`src/rtl/ktop_burst_req_gen.sv`:
```
// ============================================================================
// Module  : ktop_burst_req_gen
// Purpose : Splits a byte-sized read transfer into AXI AR bursts with an
//           outstanding-burst limit and a single-cycle completion pulse.
// Rev     : 1.0  initial release
// ============================================================================
`default_nettype none

module ktop_burst_req_gen #(
    parameter int C_ADDR_WIDTH      = 64,
    parameter int C_DATA_WIDTH      = 512,
    parameter int C_LENGTH_WIDTH    = 32,
    parameter int C_BURST_LEN       = 64,
    parameter int C_MAX_OUTSTANDING = 16
) (
    input  logic                      clk,
    input  logic                      rst,
    input  logic                      ctrl_start,
    input  logic [C_ADDR_WIDTH-1:0]   ctrl_addr_offset,
    input  logic [C_LENGTH_WIDTH-1:0] ctrl_xfer_size_in_bytes,
    output logic                      ctrl_done,
    output logic                      arvalid,
    input  logic                      arready,
    output logic [C_ADDR_WIDTH-1:0]   araddr,
    output logic [7:0]                arlen,
    input  logic                      burst_done,
    output logic [7:0]                outstanding
);

    localparam int C_BYTES  = C_DATA_WIDTH / 8;
    localparam int C_LOG_B  = $clog2(C_BYTES);
    localparam int C_BEAT_W = C_LENGTH_WIDTH + 1;
    localparam logic [C_ADDR_WIDTH-1:0] C_ADDR_STEP = C_ADDR_WIDTH'(C_BURST_LEN * C_BYTES);
    localparam logic [C_ADDR_WIDTH-1:0] C_ADDR_MASK = ~C_ADDR_WIDTH'(C_BYTES - 1);
    localparam logic [C_BEAT_W-1:0]     C_BL_BEATS  = C_BEAT_W'(C_BURST_LEN);
    localparam logic [7:0]              C_MAX_OUT   = 8'(C_MAX_OUTSTANDING);

    typedef enum logic [1:0] {
        S_IDLE  = 2'd0,
        S_ISSUE = 2'd1,
        S_DRAIN = 2'd2
    } state_t;

    state_t                    r_state;
    state_t                    w_state_nxt;
    logic                      r_done;
    logic                      w_done_nxt;
    logic [C_ADDR_WIDTH-1:0]   r_addr;
    logic [C_BEAT_W-1:0]       r_rem;
    logic [7:0]                r_outstanding;
    logic [7:0]                w_out_nxt;
    logic [C_BEAT_W-1:0]       w_beats;
    logic [C_BEAT_W-1:0]       w_burst_beats;
    logic [C_BEAT_W-1:0]       w_rem_after;
    logic                      w_hs;

    // One extra bit on the beat count keeps ceil(size/B) exact for the largest size.
    assign w_beats       = ({1'b0, ctrl_xfer_size_in_bytes} + C_BEAT_W'(C_BYTES - 1)) >> C_LOG_B;
    assign w_burst_beats = (r_rem >= C_BL_BEATS) ? C_BL_BEATS : r_rem;
    assign w_rem_after   = r_rem - w_burst_beats;

    assign arvalid     = (r_state == S_ISSUE) && (r_outstanding < C_MAX_OUT);
    assign araddr      = r_addr;
    assign arlen       = (r_rem == '0) ? 8'd0 : 8'(w_burst_beats - C_BEAT_W'(1));
    assign outstanding = r_outstanding;
    assign ctrl_done   = r_done;
    assign w_hs        = arvalid & arready;

    always_comb begin
        w_out_nxt = r_outstanding;
        if (w_hs && !burst_done) begin
            w_out_nxt = r_outstanding + 8'd1;
        end else if (!w_hs && burst_done && (r_outstanding != 8'd0)) begin
            w_out_nxt = r_outstanding - 8'd1;
        end
    end

    always_comb begin
        w_state_nxt = r_state;
        w_done_nxt  = 1'b0;
        case (r_state)
            S_IDLE: begin
                if (ctrl_start) begin
                    if (w_beats == '0) begin
                        w_done_nxt = 1'b1;
                    end else begin
                        w_state_nxt = S_ISSUE;
                    end
                end
            end
            S_ISSUE: begin
                if (w_hs && (w_rem_after == '0)) begin
                    w_state_nxt = S_DRAIN;
                end
            end
            S_DRAIN: begin
                if (w_out_nxt == 8'd0) begin
                    w_done_nxt  = 1'b1;
                    w_state_nxt = S_IDLE;
                end
            end
            default: w_state_nxt = S_IDLE;
        endcase
    end

    always_ff @(posedge clk) begin
        if (rst) begin
            r_state       <= S_IDLE;
            r_done        <= 1'b0;
            r_addr        <= '0;
            r_rem         <= '0;
            r_outstanding <= 8'd0;
        end else begin
            r_state       <= w_state_nxt;
            r_done        <= w_done_nxt;
            r_outstanding <= w_out_nxt;
            if ((r_state == S_IDLE) && ctrl_start) begin
                r_addr <= ctrl_addr_offset & C_ADDR_MASK;
                r_rem  <= w_beats;
            end else if (w_hs) begin
                r_addr <= r_addr + C_ADDR_STEP;
                r_rem  <= w_rem_after;
            end
        end
    end

endmodule

`default_nettype wire
```
`config.mk`:
```
export PLATFORM = sky130hd
export DESIGN_NAME = ktop_burst_req_gen
export DESIGN_NICKNAME = d
export VERILOG_FILES = /design/src/rtl/ktop_burst_req_gen.sv
export SDC_FILE = /design/constraint.sdc
export NUM_CORES = 1
export LEC_CHECK = 0
export CAP_MARGIN = 20
export CELL_PAD_IN_SITES_DETAIL_PLACEMENT = 1
export CELL_PAD_IN_SITES_GLOBAL_PLACEMENT = 1
export CORE_MARGIN = 2
export CORE_UTILIZATION = 35
export DETAILED_ROUTE_END_ITERATION = 12
export HOLD_SLACK_MARGIN = 0.03
export PLACE_DENSITY = 0.88
export SLEW_MARGIN = 20
export SYNTH_ARGS = -nofsm -noshare
export SYNTH_HDL_FRONTEND = slang
export SYNTH_SLANG_ARGS = --single-unit
```
`constraint.sdc`:
```
create_clock -name clk -period 4.2 [get_ports clk]
set_input_delay 0.84 -clock clk [delete_from_list [all_inputs] [get_ports clk]]
set_output_delay 0.84 -clock clk [all_outputs]
set_load 0.02 [all_outputs]
```
==> impl_metrics.tcl <==
set metrics [dict create \
    p_leak_nw 3.06 \
    min_period_ns 4.03 \
    worst-r2r-setup-slack_ns 0.35 \
    grt_pass1_vias 7179 \
    worst-path-buf-inv 1 \
    die_y_um 141 \
    period_share_pct 96.0 \
    dp_hpwl_um 16800 \
    crit_required_ns 3.36 \
    antenna_found_initial 0 \
    ys_ff_latch 102 \
    htreeDepth 3 \
    gp_congestion 0.853 \
    max_slew_margin_pct 51.0 \
    holdPathStages 2 \
    grt_overflow 0 \
    fin_nets 1109 \
    synthArstFlopShare_pct 0 \
    cts_tree "done" \
    cts_buffer_depth 2 \
    yosys.area.top_type "dfxtp_1" \
    crit_start "r_rem[13]" \
    vias 6986 \
    grt_pass1_wl_um 37400 \
    max_freq_mhz 248 \
    ios 183 \
    synth-edff-count 0 \
    tightest_slew_ns 0.728 \
    finish.instance_area_um2 8750 \
    ys.flop_type "dfxtp_1" \
    crit_path_end_kind "primary output" \
    cpMaxStageDelayCell "or4_1" \
    drive_gt1_share_pct 6.26 \
    clock_sinks 102 \
    status "finished, final reports clean" \
    drt-initial-drc-count 391 \
    dp_slack_ns 0.355 \
    worst_setup_path_start_kind "flop" \
    setup_viol 0 \
    total_power_mw 3.44 \
    synth_top_area_share_pct 31.2 \
    ys_seq_area_share_pct 31.2 \
    yosys_warnings 0 \
    hp-class "flop to flop" \
    netlist-cell-type-count 71 \
    io_buffers 169 \
    hold_ws_ns 0.458 \
    place_area_um2 8430 \
    drv_slew 0 \
    grt_max_degree 65 \
    slowest_delay_ns 0.62 \
    synth_area_leaders "dfxtp_1 31%, nor2_1 7.4%, xor2_1 7.0%, a211oi_1 6.1%, xnor2_1 5.8%" \
    antenna_cells 0 \
    rsz0062_at_grt "no" \
    max_cap_viol_count 0 \
    start_util_pct 36.0 \
    met3_usage_pct 5.23 \
    crit_family "simple AND/OR/NAND/NOR gates" \
    path_max_fanout 8 \
    grt_use_met2_pct 38.3 \
    setup_tns_ns 0 \
    arrival_ns 3.19 \
    cts_root_buf "clkbuf_16" \
    timing.setup.critical_path_class "flop to primary output" \
    drc 0 \
    cp_cell_sequence "or4_1 -> nor3_4 -> and3_4 -> nand2_1 -> ha_1 -> nand2_1 -> nand3_1 -> a21oi_1 -> clkdlybuf4s50_1" \
    hold_start "araddr[7]" \
    drt_pass1_iterations 4 \
    clk_pin_slew_ns 0.08 \
    dp_cells 1216 \
    clk_latency_ns 0.37 \
    report.final.hold_viol_count 0 \
    grt_most_used_layer "met2" \
    synthCells 853 \
    avgRoutedWirePerCell_um 18.8 \
    coreArea_um2 18100 \
    worstReg2RegEnd "r_state[0]" \
    power_density_nw_per_um2 393 \
    fin_skew_ns 0.00986 \
    syn2layout_area_growth_pct 33.8 \
    die_w_um 141 \
    yosysMostFrequentCell "nor2_1" \
    fin_util_pct 48.2 \
    fin_ws_ns 0.168 \
    grtUsageTotal_pct 23.2 \
    netlist_top_cells_count "129 x nor2_1, 102 x dfxtp_1, 84 x nand2_1, 53 x a211oi_1, 52 x xor2_1" \
    viasPerCell 5.66 \
    num_rows 49 \
    fin_cells 1235 \
    hold_end "araddr[7]" \
    avgSynthCellArea_um2 7.67 \
    antenna_left 0 \
    grt_util_met1_pct 29.7 \
    drt-total-wl_um 23200 \
    reg2reg_from "r_rem[13]" \
    cts_buffers 9 \
    peakVddDrop_uv 230 \
    critPathMostFrequentCell "nand2_1" \
    dieArea_um2 19800 \
    netlist_area_um2 6540 \
    reg2reg_depth 12 \
]
## what timing repair did
item	4_1_cts	5_1_grt
endpoints found under the setup margin	0	4
resized for setup	0	3
hold buffers	0	0
setup buffers	0	4
## metal layers
layer	wire length, µm	vias up	share of wire (%)
li1	-	3354	-
met1	10100	3420	44
met2	10900	175	47
met3	1510	37	6.5
met4	592	0	2.6
met5	0	-	0
## cell families (layout without fill, tap and decap cells)
family | Yosys count | count (layout) | share of synthesized area (%)
AND/OR/NAND/NOR | 410 | 410 | 32.7
AO/OA/AOI/OAI | 159 | 159 | 16.7
flip-flops | 102 | 102 | 31.2
XOR/XNOR | 95 | 95 | 12.7
buffers and inverters | 76 | 223 | 4.95
adder cells (fa/ha/maj) | 6 | 6 | 1.15
multiplexers | 3 | 3 | 0.459
other | 2 | 8 | 0.115
## flip-flops by register name (all words and copies together) (netlist names)
name / cells
r_state: 2
araddr: 58
ctrl_done: 1
outstanding: 8
r_rem: 33
## report_power, final
group	switching, mW	internal [mW]
logic	0.755	0.594
registers	0.169	1.08
clock network	0.417	0.423
total	1.34	2.10
## layout by cell type, fill, tap and decap left out, types with 4 or more instances in the layout
| cell type | synthesis | final |
|---|---|---|
| a22oi_1 | 5 | 5 |
| inv_1 | 18 | 18 |
| nor2_1 | 129 | 129 |
| nand2_1 | 84 | 83 |
| and3_1 | 15 | 14 |
| nand4_1 | 24 | 24 |
| or3_1 | 11 | 11 |
| clkdlybuf4s50_1 | 0 | 168 |
| a211oi_1 | 53 | 53 |
| clkbuf_16 | 0 | 9 |
| conb_1 | 2 | 8 |
| buf_4 | 7 | 20 |
| nand3b_1 | 4 | 4 |
| xor2_1 | 52 | 52 |
| nor3_1 | 31 | 30 |
| a221oi_1 | 4 | 4 |
| or4_1 | 8 | 8 |
| xnor2_1 | 43 | 43 |
| o211ai_1 | 5 | 5 |
| o21ai_0 | 16 | 16 |
| a31oi_1 | 9 | 9 |
| dfxtp_1 | 102 | 102 |
| nand3_1 | 32 | 32 |
| a21oi_1 | 38 | 38 |
| nor4_1 | 23 | 23 |
| and2_1 | 5 | 5 |
| a311oi_1 | 5 | 5 |
| ha_1 | 6 | 6 |
| and4_1 | 6 | 6 |
## worst max path at each step
stage | depth (start not counted) | end | slack, ns
2_1_floorplan | 13 | r_state[0] | 0.61
6_report | 9 | arlen[4] | 0.17
3_5_place_dp | 9 | ctrl_done | 0.35
4_1_cts | 9 | arlen[4] | 0.03
5_1_grt | 9 | arlen[4] | 0.0008
3_3_place_gp | 12 | r_state[0] | 0.44
## tightest hold or removal path, stage by stage (launching register included)
cell     delay, ns
dfxtp_1       0.32
nand2_1       0.05
a21oi_1       0.05
## cell type report
cell class                 instances  area [µm²]
sequential                       102        2040
clock buffer                      10         239
multi-input combinational        681        4210
clock inverter                     5        43.8
timing repair buffer             190        1860
tap                              229         287
inverter                          18        67.6
fill                            2206        9400
Note: power is estimated with default switching activity, not from simulation.
